`src/rtl/mat_row_seq.sv`:
```
// mat_row_seq: walks a 5x5 int8 matrix row by row through an external
// row-by-scalar multiplier and reassembles the returned rows.
module mat_row_seq (
  input  logic         clk,
  input  logic         rst,
  input  logic         start,
  input  logic [199:0] mat_a,
  input  logic [7:0]   scalar,
  output logic [39:0]  req_row,
  output logic [7:0]   req_n,
  output logic         req_valid,
  input  logic [39:0]  rsp_row,
  input  logic         rsp_ovf,
  input  logic         rsp_valid,
  output logic [199:0] mat_out,
  output logic         ovf,
  output logic         err,
  output logic         busy,
  output logic         done
);

  typedef enum logic [1:0] {
    S_IDLE,
    S_ISSUE,
    S_WAIT,
    S_DONE
  } state_t;

  state_t          state_q, state_d;
  logic [2:0]      row_q, row_d;
  logic [3:0]      wcnt_q, wcnt_d;
  logic [4:0][39:0] a_q, a_d;
  logic [7:0]      n_q, n_d;
  logic [4:0][39:0] out_q, out_d;
  logic            ovf_q, ovf_d;
  logic            err_q, err_d;
  logic [39:0]     req_row_q, req_row_d;
  logic [7:0]      req_n_q, req_n_d;
  logic [2:0]      slot;

  // Row 0 lives in the top 40 bits, so packed slot index is 4 - row.
  assign slot = 3'd4 - row_q;

  // Next-state, operand latching and result assembly.
  always_comb begin
    state_d   = state_q;
    row_d     = row_q;
    wcnt_d    = wcnt_q;
    a_d       = a_q;
    n_d       = n_q;
    out_d     = out_q;
    ovf_d     = ovf_q;
    err_d     = err_q;
    req_row_d = req_row_q;
    req_n_d   = req_n_q;
    unique case (state_q)
      S_IDLE: begin
        if (start) begin
          a_d     = mat_a;
          n_d     = scalar;
          out_d   = '0;
          ovf_d   = 1'b0;
          err_d   = 1'b0;
          row_d   = 3'd0;
          state_d = S_ISSUE;
        end
      end
      S_ISSUE: begin
        req_row_d = a_q[slot];
        req_n_d   = n_q;
        wcnt_d    = 4'd0;
        state_d   = S_WAIT;
      end
      S_WAIT: begin
        if (rsp_valid) begin
          out_d[slot] = rsp_row;
          ovf_d       = ovf_q | rsp_ovf;
          if (row_q == 3'd4) begin
            state_d = S_DONE;
          end else begin
            row_d   = row_q + 3'd1;
            state_d = S_ISSUE;
          end
        end else if (wcnt_q == 4'd15) begin
          err_d   = 1'b1;
          state_d = S_DONE;
        end else begin
          wcnt_d = wcnt_q + 4'd1;
        end
      end
      S_DONE: begin
        state_d = S_IDLE;
      end
      default: begin
        state_d = S_IDLE;
      end
    endcase
  end

  // State and datapath registers.
  always_ff @(posedge clk or negedge rst) begin
    if (!rst) begin
      state_q   <= S_IDLE;
      row_q     <= '0;
      wcnt_q    <= '0;
      a_q       <= '0;
      n_q       <= '0;
      out_q     <= '0;
      ovf_q     <= 1'b0;
      err_q     <= 1'b0;
      req_row_q <= '0;
      req_n_q   <= '0;
    end else begin
      state_q   <= state_d;
      row_q     <= row_d;
      wcnt_q    <= wcnt_d;
      a_q       <= a_d;
      n_q       <= n_d;
      out_q     <= out_d;
      ovf_q     <= ovf_d;
      err_q     <= err_d;
      req_row_q <= req_row_d;
      req_n_q   <= req_n_d;
    end
  end

  // Request bus shows the live row in ISSUE, otherwise the last one sent.
  always_comb begin
    req_valid = (state_q == S_ISSUE);
    req_row   = req_valid ? a_q[slot] : req_row_q;
    req_n     = req_valid ? n_q : req_n_q;
    busy      = (state_q == S_ISSUE) || (state_q == S_WAIT);
    done      = (state_q == S_DONE);
    mat_out   = out_q;
    ovf       = ovf_q;
    err       = err_q;
  end

endmodule

```
`config.mk`:
```
export PLATFORM = sky130hd
export DESIGN_NAME = mat_row_seq
export DESIGN_NICKNAME = d
export VERILOG_FILES = /design/src/rtl/mat_row_seq.sv
export SDC_FILE = /design/constraint.sdc
export NUM_CORES = 1
export LEC_CHECK = 0
export CORE_ASPECT_RATIO = 2
export CORE_MARGIN = 2
export CORE_UTILIZATION = 42
export DETAILED_ROUTE_END_ITERATION = 8
export GPL_TIMING_DRIVEN = 0
export PLACE_DENSITY = 0.7
export SYNTH_ARGS = -nofsm -noshare
export SYNTH_HDL_FRONTEND = slang
export SYNTH_SLANG_ARGS = --single-unit
```
`constraint.sdc`:
```
create_clock -name clk -period 3.3 [get_ports clk]
set_input_delay 0.495 -clock clk [delete_from_list [all_inputs] [get_ports clk]]
set_output_delay 0.495 -clock clk [all_outputs]
set_load 0.005 [all_outputs]
```
==> flow_summary.yaml <==
grt:
  track_usage_pct: 28.1
  grt_max_degree: 128
  grt_pass1_vias: 16339
  grt_pass1_wl_mm: 99.8
  antenna_found_initial: 12
  grt-ovfl-total: 0
power:
  p_sw_share_pct: 35.5
  p_per_area_mw_per_mm2: 1040
  p_int_mw: 18.6
  power.total_mw: 28.8
  power.leakage_nw: 11.7
  clkPwrFrac_pct: 18.7
  ir_worst_vdd_mv: 0.779
  combPwrFrac_pct: 48.7
  p_sw_mw: 10.2
  p_seq_share_pct: 32.6
clock_tree:
  numCtsBuffers: 43
  cts_tree: "yes"
  cts.sinks: 467
  cts.path.max_buffers: 3
  clk_transition_reported_paths_ns: 0.07
  cts_root_buf: "clkbuf_16"
  htreeDepth: 2
  worstSkewPairLatency_ns: 0.57
sta:
  tightestPinTransition_ns: 0.977
  hold_viol: 0
  setup_violations: 0
  max_slew_margin_pct: 34.9
  finalClockSkew_ns: 0.0242
  period_minus_slack_ns: 3.26
  period_share_pct: 98.8
  maxSlewViolCount: 0
  clock.fmax_ghz: 0.307
  rsz0062_at_grt: "true"
yosys:
  avgSynthCellArea_um2: 12.4
  ys_seq_elements: 467
  synth_top_area_share_pct: 60.2
  yosysMostFrequentCell: "dfrtp_1"
  synth-main-ff-cell: "dfrtp_1"
  synth_seq_area_share_pct: 60.2
  synthDistinctLibCells: 45
  syn-num-nets: 1825
  synth_edf_count: 0
  ys_async_sr_fraction_pct: 100
  synth_area_mm2: 0.0194
  synth.top_cells.by_area: "dfrtp_1 (60%), mux2_2 (14%), nand3_1 (5.2%)"
  yosysWarnings: 0
  synthTopCellsByCount: "dfrtp_1 (467), mux2_2 (242), nand3_1 (203)"
  yosys.area.top_type: "dfrtp_1"
  syn_inst: 1564
worst_setup_path:
  start_kind: "flip-flop"
  cp_max_fo: 5
  worstRegToRegCells: 17
  worst_r2r_endpoint: "req_row_q[4]$_DFF_PN0_"
  crit_type: "flip-flop to output pin"
  crit_end: "req_row[22]"
  r2r_setup_slack_ns: 0.08
  worst_setup_path_end_kind: "output pin"
  worstReg2RegStart: "row_q[0]$_DFFE_PN0P_"
  crit_start: "row_q[0]$_DFFE_PN0P_"
  worst-endpoint-required_ns: 2.80
  cp_data_arrival_time_ns: 2.77
run_status:
  status: "completed"
floorplanning:
  pin_count: 506
  die-area_mm2: 0.0481
  fp.dieW_um: 156
  rows: 111
  core_mm2: 0.0457
  initial_core_util_pct: 42.5
  dieHeight_um: 308
drt:
  wirelength_mm: 68.3
  drtIter0Drc: 791
  wl_per_cell_um: 24.7
  vias: 15265
  drc: 0
  routed_via_density: 5.51
  firstDrtPassIters: 5
  ant_nets: 0
final_layout:
  nets: 2429
  final_area_mm2: 0.0276
  fill_cells: 3736
  drive_gt1_share_pct: 26.2
  final_util_pct: 60.5
  syn2layout_area_growth_pct: 42.3
placed_design:
  io_buffers: 505
  gp_congestion: 0.890
  dpl_cell_area_mm2: 0.0253
  dp_hpwl_mm: 52.0
min_path:
  hold_path_class: "primary input to async pin"
run:
  maxCapViolations: 0
## flip-flops by register name, summed over array words and instances (netlist names)
| signal | count |
|---|---|
| row_q | 3 |
| req_row_q | 40 |
| wcnt_q | 4 |
| mat_out | 200 |
| n_q | 8 |
| req_n_q | 8 |
| err | 1 |
| ovf | 1 |
| state_q | 2 |
| a_q | 200 |
## cell families (layout without fill, tap and decap cells)
family	count (synthesis)	in the layout	synth area share [%]
AOI/OAI and AO/OA	323	323	9.85
xor gates and xnor gates	1	1	0.0451
adders and majority gates	8	8	0.515
buffers and inverters	139	773	3.98
DFF	467	467	60.2
muxes	278	278	16.6
other	0	8	0
and+or+nand+nor	348	348	8.84
## power by group through the flow
stage	combinational [mW]	sequential [mW]	clock (mW)
floorplan	6.53	9.04	0
global placement	11.9	9.33	0
detailed placement	12.1	9.41	0
CTS	13.8	9.34	5.47
global route	14.9	9.61	5.71
finish	14.0	9.37	5.39
## worst max-delay path, cell delays in order (launching register included)
cell,delay (ns)
dfrtp_2,0.47
inv_6,0.10
ha_4,0.22
buf_12,0.14
buf_4,0.13
nor3b_4,0.21
buf_6,0.15
buf_12,0.10
buf_8,0.13
a22oi_2,0.09
a21oi_2,0.21
clkdlybuf4s15_2,0.24
## cell usage in the layout (no fill, tap or decap), drive strengths merged, types with 2 or more instances in the layout
master           n
dfrtp          467
clkdlybuf4s50  464
mux2           243
o21ai          214
nand3          205
buf            172
clkbuf          93
nand2           70
nor2            45
a21oi           37
a31oi           26
mux2i           24
a22oi           18
a211o           16
clkdlybuf4s15   13
mux4            11
inv             10
diode            8
nand3b           8
bufinv           8
ha               8
nor2b            6
clkinv           6
nand4            5
a222oi           4
clkinvlp         4
nand2b           3
and3b            2
o221ai           2
nand4b           2
bufbuf           2
## worst min-delay path by stage
| stage | slack (ns) | cells past startpoint | endpoint | from |
|---|---|---|---|---|
| 3_5_place_dp | 0.47 | 1 | req_row_q[10]$_DFF_PN0_ | req_row_q[10]$_DFF_PN0_ |
| 4_1_cts | 0.08 | 1 | mat_out[105]$_DFFE_PN0P_ | rst |
| 5_1_grt | 0.13 | 1 | mat_out[65]$_DFFE_PN0P_ | rst |
| 6_report | 0.06 | 1 | mat_out[141]$_DFFE_PN0P_ | rst |
| 3_3_place_gp | 0.47 | 1 | req_row_q[10]$_DFF_PN0_ | req_row_q[10]$_DFF_PN0_ |
| 2_1_floorplan | 0.20 | 0 | a_q[0]$_DFFE_PN0P_ | rst |
## layout make-up
| type | count | area, µm² | share of cell area (%) |
|---|---|---|---|
| tap | 565 | 707 | 2.56 |
| clock inverter | 20 | 332 | 1.20 |
| clock buffer | 55 | 1170 | 4.24 |
| timing repair buffer | 562 | 5590 | 20.2 |
| inverter | 8 | 40.0 | 0.145 |
| multi-input combinational | 958 | 7210 | 26.1 |
| buffer | 128 | 891 | 3.22 |
| antenna | 8 | 20.0 | 0.0724 |
| sequential | 467 | 11700 | 42.3 |
## through the flow
step	instances	setup WS, ns	setup TNS, ns	hold WS (ns)
after global routing	2771	-0.00592	-0.00880	0.131
after floorplan	1564	0.623	0	0.199
after global placement	2634	-18.25	-8516.70	0.470
after CTS	2756	-0.0938	-1.19	0.0799
after detailed placement	2637	-0.709	-21.93	0.473
final	2771	0.0388	0	0.0568
## metal layers
layer | GRT usage [%] | share of wire [%] | wire [µm]
met5 | 0 | 0.034 | 23
met4 | 16.2 | 6.3 | 4310
met3 | 6.96 | 7.0 | 4760
met2 | 53.9 | 55 | 37500
met1 | 26.6 | 32 | 21800
## timing repair
item,CTS,global route
setup endpoints to repair,47,45
hold buffers,0,0
buffers inserted,41,9
pin swaps,44,7
gates cloned,3,2
resized for setup,259,10
No activity file was read; power rests on OpenSTA's default activity.
